==> src/rtl/ov7670_pkg.sv <==
// Shared types and helpers for the tile pooling downsampler.
package ov7670_pkg;

    typedef enum logic {POOL_MEAN = 1'b0, POOL_BIN = 1'b1} pool_mode_t;

    typedef enum logic [1:0] {IDLE = 2'd0, ARMED = 2'd1, RUN = 2'd2} pool_state_t;

    // Width that holds the sum of one full tile without overflow.
    function automatic int acc_width(input int pix_w, input int tw, input int th);
        return pix_w + $clog2(tw * th);
    endfunction

endpackage

==> src/rtl/tile_pool_acc_row.sv <==
// One row of per-tile accumulators, indexed by tile column.
// sum is always acc[idx] + pix, so the emitting pixel never needs a write.
module tile_pool_acc_row
    import ov7670_pkg::*;
#(
    parameter int N     = 28,
    parameter int PIX_W = 8,
    parameter int ACC_W = acc_width(8, 8, 8),
    parameter int IDX_W = 5
) (
    input  logic             clk,
    input  logic             rst_n,
    input  logic [IDX_W-1:0] idx,
    input  logic [PIX_W-1:0] pix,
    input  logic             init,
    input  logic             add,
    output logic [ACC_W-1:0] sum
);

    logic [ACC_W-1:0] acc_q [N];

    assign sum = acc_q[idx] + ACC_W'(pix);

    // First pixel of a tile seeds the entry; later pixels accumulate.
    always_ff @(posedge clk or negedge rst_n) begin
        if (!rst_n) begin
            for (int i = 0; i < N; i++) acc_q[i] <= '0;
        end else if (init) begin
            acc_q[idx] <= ACC_W'(pix);
        end else if (add) begin
            acc_q[idx] <= sum;
        end
    end

endmodule

==> src/rtl/tile_pool_downsampler.sv <==
// Crops a raster pixel stream and reduces each tile of the window to one
// word (mean or threshold) written to the LeNet input memory.
module tile_pool_downsampler
    import ov7670_pkg::*;
#(
    parameter int          SCREEN_W  = 640,
    parameter int          SCREEN_H  = 480,
    parameter int          TILE_W    = 8,
    parameter int          TILE_H    = 8,
    parameter int          OUT_W     = 28,
    parameter int          OUT_H     = 28,
    parameter int          PIX_W     = 8,
    parameter int          OUT_D_W   = 8,
    parameter int unsigned THRESHOLD = 'b01100000000000
) (
    input  logic                              clk,
    input  logic                              rst_n,
    input  logic                              arm,
    input  logic                              cont,
    input  logic                              mode,
    input  logic                              invert,
    input  logic [$clog2(SCREEN_W)-1:0]       x0,
    input  logic [$clog2(SCREEN_H)-1:0]       y0,
    input  logic                              pix_valid,
    input  logic                              pix_sof,
    input  logic [PIX_W-1:0]                  pix_data,
    output logic                              out_we,
    output logic [$clog2(OUT_W*OUT_H)-1:0]    out_addr,
    output logic [OUT_D_W-1:0]                out_data,
    output logic                              busy,
    output logic                              done,
    output logic                              cfg_err,
    output logic                              abort
);

    localparam int XW     = $clog2(SCREEN_W);
    localparam int YW     = $clog2(SCREEN_H);
    localparam int ACC_W  = acc_width(PIX_W, TILE_W, TILE_H);
    localparam int ADDR_W = $clog2(OUT_W * OUT_H);
    localparam int TXW    = (OUT_W > 1) ? $clog2(OUT_W) : 1;
    localparam int TWL    = $clog2(TILE_W);
    localparam int THL    = $clog2(TILE_H);
    localparam int WIN_W  = OUT_W * TILE_W;
    localparam int WIN_H  = OUT_H * TILE_H;

    pool_state_t          state_q;
    logic [XW-1:0]        x_q, x0_q, cx, cx0, nx;
    logic [YW-1:0]        y_q, y0_q, cy, cy0, ny;
    pool_mode_t           mode_q, cmode;
    logic                 inv_q, cinv;
    logic                 out_we_q, done_q, cfg_err_q, abort_q;
    logic [ADDR_W-1:0]    out_addr_q, addr;
    logic [OUT_D_W-1:0]   out_data_q, sample;
    logic                 sof_take, cfg_ok, start, proc, in_win, first, last, emit, fin;
    logic                 acc_init, acc_add;
    logic [ACC_W-1:0]     sum;
    int                   dx, dy, ix, iy, tx, ty;

    // A SOF pixel is itself pixel (0,0) of the new frame, so it is processed
    // with the freshly presented configuration rather than the latched one.
    always_comb begin
        sof_take = pix_valid && pix_sof && (state_q != IDLE);
        cfg_ok   = (int'(x0) + WIN_W <= SCREEN_W) && (int'(y0) + WIN_H <= SCREEN_H);
        start    = sof_take && cfg_ok;
        proc     = pix_valid && (start || (state_q == RUN && !sof_take));
        cx       = start ? '0 : x_q;
        cy       = start ? '0 : y_q;
        cx0      = start ? x0 : x0_q;
        cy0      = start ? y0 : y0_q;
        cmode    = start ? pool_mode_t'(mode) : mode_q;
        cinv     = start ? invert : inv_q;
        dx       = int'(cx) - int'(cx0);
        dy       = int'(cy) - int'(cy0);
        in_win   = (dx >= 0) && (dx < WIN_W) && (dy >= 0) && (dy < WIN_H);
        ix       = dx & (TILE_W - 1);
        iy       = dy & (TILE_H - 1);
        tx       = dx >> TWL;
        ty       = dy >> THL;
        first    = in_win && (ix == 0) && (iy == 0);
        last     = in_win && (ix == TILE_W - 1) && (iy == TILE_H - 1);
        emit     = proc && last;
        fin      = emit && (tx == OUT_W - 1) && (ty == OUT_H - 1);
        acc_init = proc && first;
        acc_add  = proc && in_win && !first && !last;
        addr     = ADDR_W'(ty * OUT_W + tx);
        nx       = (int'(cx) == SCREEN_W - 1) ? '0 : cx + 1'b1;
        ny       = cy;
        if (int'(cx) == SCREEN_W - 1) ny = (int'(cy) == SCREEN_H - 1) ? '0 : cy + 1'b1;
    end

    // Reduce the completed tile; sum is ACC_W = PIX_W + log2(tile area) bits,
    // so its top OUT_D_W bits are the mean already truncated to output width.
    always_comb begin
        if (cmode == POOL_BIN) sample = (sum >= ACC_W'(THRESHOLD)) ? '1 : '0;
        else                   sample = sum[ACC_W-1 -: OUT_D_W];
        sample = sample ^ {OUT_D_W{cinv}};
    end

    tile_pool_acc_row #(
        .N(OUT_W), .PIX_W(PIX_W), .ACC_W(ACC_W), .IDX_W(TXW)
    ) u_acc (
        .clk(clk), .rst_n(rst_n), .idx(TXW'(tx)), .pix(pix_data),
        .init(acc_init), .add(acc_add), .sum(sum)
    );

    // FSM, raster counters, configuration latch and registered outputs.
    always_ff @(posedge clk or negedge rst_n) begin
        if (!rst_n) begin
            state_q    <= IDLE;
            x_q        <= '0;
            y_q        <= '0;
            x0_q       <= '0;
            y0_q       <= '0;
            mode_q     <= POOL_MEAN;
            inv_q      <= 1'b0;
            out_we_q   <= 1'b0;
            out_addr_q <= '0;
            out_data_q <= '0;
            done_q     <= 1'b0;
            cfg_err_q  <= 1'b0;
            abort_q    <= 1'b0;
        end else begin
            out_we_q  <= emit;
            done_q    <= fin;
            cfg_err_q <= sof_take && !cfg_ok;
            abort_q   <= sof_take && (state_q == RUN);
            if (emit) begin
                out_addr_q <= addr;
                out_data_q <= sample;
            end
            if (start) begin
                x0_q   <= x0;
                y0_q   <= y0;
                mode_q <= pool_mode_t'(mode);
                inv_q  <= invert;
            end
            if (proc) begin
                x_q <= nx;
                y_q <= ny;
            end
            case (state_q)
                IDLE:    if (arm) state_q <= ARMED;
                ARMED:   if (start) state_q <= RUN;
                RUN: begin
                    if (sof_take)  state_q <= cfg_ok ? RUN : ARMED;
                    else if (fin)  state_q <= cont ? ARMED : IDLE;
                end
                default: state_q <= IDLE;
            endcase
        end
    end

    assign out_we   = out_we_q;
    assign out_addr = out_addr_q;
    assign out_data = out_data_q;
    assign busy     = (state_q != IDLE);
    assign done     = done_q;
    assign cfg_err  = cfg_err_q;
    assign abort    = abort_q;

endmodule

==> config.mk <==
export PLATFORM = sky130hd
export DESIGN_NAME = tile_pool_downsampler
export DESIGN_NICKNAME = d
export VERILOG_FILES = /design/src/rtl/ov7670_pkg.sv /design/src/rtl/tile_pool_acc_row.sv /design/src/rtl/tile_pool_downsampler.sv
export SDC_FILE = /design/constraint.sdc
export NUM_CORES = 1
export LEC_CHECK = 0
export ABC_AREA = 1
export CAP_MARGIN = 10
export CORE_MARGIN = 10
export CORE_UTILIZATION = 50
export CTS_BUF_LIST = sky130_fd_sc_hd__clkbuf_16
export DETAILED_ROUTE_END_ITERATION = 7
export PLACE_DENSITY = 0.74
export REMOVE_ABC_BUFFERS = 1
export SYNTH_ARGS = -nofsm -noshare
export SYNTH_HDL_FRONTEND = slang
export SYNTH_SLANG_ARGS = --single-unit
==> constraint.sdc <==
create_clock -name clk -period 6.75 [get_ports clk]
set_input_delay 1.0125 -clock clk [delete_from_list [all_inputs] [get_ports clk]]
set_output_delay 1.0125 -clock clk [all_outputs]
set_load 0.01 [all_outputs]
==> flow_metrics.tcl <==
set metrics [dict create \
    synth.largest_area_cell "dfrtp_1" \
    cp_top_family "compound AO/OA/AOI/OAI gates" \
    fin_ws_ps 172 \
    synth_top_area_frac 0.509 \
    crit_path_max_incr_delay_ps 410 \
    clock_latency_ps 610 \
    die_h_um 232 \
    fin_skew_ps 25.3 \
    htreeDepth 2 \
    ant_nets 0 \
    ys_ff_latch 456 \
    clockRootBuffer "clkbuf_16" \
    antenna_cells 0 \
    grt_antenna_before_repair 0 \
    setup_viol 0 \
    dieArea_um2 53700 \
    cts_buffer_depth 3 \
    dp_cells 3447 \
    grt_pass1_wl_um 112000 \
    synth_common_cells "nand2_1, dfrtp_1, inv_1" \
    area_growth_pct 24.5 \
    drt_first_pass_iters 6 \
    status "completed" \
    cts_tree "built" \
    worstPathRequired_ps 7250 \
    dr.first_iter.drc_count 2658 \
    detailroute.via_count 20717 \
    period_minus_slack_ps 6580 \
    rows 77 \
    fmax_ghz 0.152 \
    synth_edf_count 0 \
    end_kind "register" \
    via_per_inst 5.81 \
    place_ws_ps -1200 \
    ys_async_sr_fraction 1.00 \
    port_buffers 57 \
    worst_slew_pin_slew_ps 1050 \
    wl_um 71400 \
    timing.final.crit_share 0.974 \
    synth.area.top_cells "dfrtp_1, nand2_1, o22ai_1, inv_1, o21ai_1" \
    critPathKind "in2reg" \
    critPathSlowestCell "fa_2" \
    wl_per_cell_um 20.0 \
    fin_nets 3027 \
    critPathLaunchType "primary input" \
    clock-sinks 456 \
    synth_cell_type_count 58 \
    dp_hpwl_um 48300 \
    layoutNonFillerInstCount 3563 \
    start_util 0.506 \
    clkSlewWorstSetupHoldPaths_ps 60 \
    grt_pass1_vias 20429 \
    core_area_um2 44300 \
    worstPathArrival_ps 7080 \
    seq_area_frac_synth 0.509 \
    synth_most_common_cell "nand2_1" \
    die_w_um 232 \
    hold_class "reg2reg" \
    cts_made_buffers 48 \
    grt_start_max_net_pins 142 \
    gp_congestion 0.990 \
    grt-ovfl-total 0 \
    fill_cells 3644 \
    syn-instance-count 2669 \
    synth_flop_cell "dfrtp_1" \
    drive_above_1_share 0.191 \
    slew_headroom 0.298 \
    drv_slew 0 \
    drc 0 \
    hold_viol 0 \
    io_pins 58 \
    cap_violations 0 \
    path_max_fanout 8 \
    ys.warnings.count 0 \
    synth_area_per_cell_um2 8.41 \
    synth_area_um2 22400 \
    cp.buffers_inverters 8 \
    tns_ps 0 \
    track_usage 0.259 \
]
-- cell type report --
type | count | area [um2] | share of cell area
repair buffers | 342 | 3200 | 0.114
well taps | 592 | 741 | 0.0265
inverters | 291 | 1100 | 0.0393
multi-input cells | 1793 | 10000 | 0.358
clock buffers | 49 | 1230 | 0.0439
clock inverters | 40 | 258 | 0.00923
flip-flops and latches | 456 | 11400 | 0.408
-- sequential cells by signal (all words and copies together) (netlist names), 2 cells and up --
register,flops
out_data,8
x0_q,10
x_q,10
state_q,2
u_acc.acc_q,392
out_addr,10
y_q,9
y0_q,9
-- through the flow --
stage,util,hold slack (ps),instance area (um2)
after floorplan,-,448,21900
after global placement,0.576,465,25500
after detailed placement,0.576,469,25500
after CTS,0.616,484,27300
after global routing,0.630,507,27900
final,0.630,483,27900
-- cell families (layout without fill, tap and decap cells) --
group | after synthesis | count (layout) | share of synthesized area
muxes | 7 | 7 | 0.00318
AOI/OAI and AO/OA | 699 | 699 | 0.178
xor gates and xnor gates | 37 | 37 | 0.0148
and+or+nand+nor | 989 | 990 | 0.186
buffers and inverters | 421 | 722 | 0.0731
adders and majority gates | 60 | 60 | 0.0368
DFF | 456 | 456 | 0.509
-- final timing paths --
| check | start | endpoint | slack, ps | cells after the start |
|---|---|---|---|---|
| min in group asynchronous | rst_n | u_acc.acc_q[81] | 490 | 1 |
| min | u_acc.acc_q[387] | u_acc.acc_q[387] | 480 | 2 |
| max in group asynchronous | rst_n | u_acc.acc_q[61] | 4650 | 2 |
| min reg2reg | u_acc.acc_q[387] | u_acc.acc_q[387] | 480 | 2 |
| max | y0[6] | out_data[5] | 170 | 40 |
| max reg2reg | state_q[0] | out_data[5] | 640 | 35 |
-- per-layer routing --
layer / share of wire / GRT usage / wire length (um)
met1: 0.40 / 0.335 / 28800
met2: 0.48 / 0.424 / 34000
met3: 0.080 / 0.0426 / 5680
met4: 0.040 / 0.114 / 2870
met5: 0 / 0 / 0
-- worst register-to-register path: cells and delay by family (launching register included) --
kind	cells	cell delay, ps
compound gates	10	1850
simple gates	14	1600
buf+inv	8	1190
fa+ha+maj	2	760
flops	1	400
xor+xnor	1	240
-- repair_timing --
action | 4_1_cts | 5_1_grt
buffers inserted | 10 | 17
hold buffers | 0 | 0
gates cloned | 1 | 1
gates resized for setup | 60 | 136
pin swaps | 22 | 68
setup endpoints to repair | 253 | 378
-- cells in the final DEF (no fill, tap or decap), types with 11 or more instances in the layout --
cell	n
a21oi_1	35
a22oi_1	11
buf_12	27
buf_4	238
buf_6	14
clkbuf_16	50
clkdlybuf4s50_1	36
clkinv_1	11
dfrtp_1	456
dlymetal6s2s_1	18
ha_1	46
inv_1	255
inv_2	47
nand2_1	630
nand2_2	16
nand3_1	73
nand3_2	13
nand4_1	14
nor2_1	141
nor2_2	28
nor2_4	16
nor3_1	18
o21ai_0	169
o21ai_1	191
o22ai_1	219
xor2_1	24
Power is not shown: default switching activity piles up to over one toggle a cycle in this logic, so the estimate is an artifact.
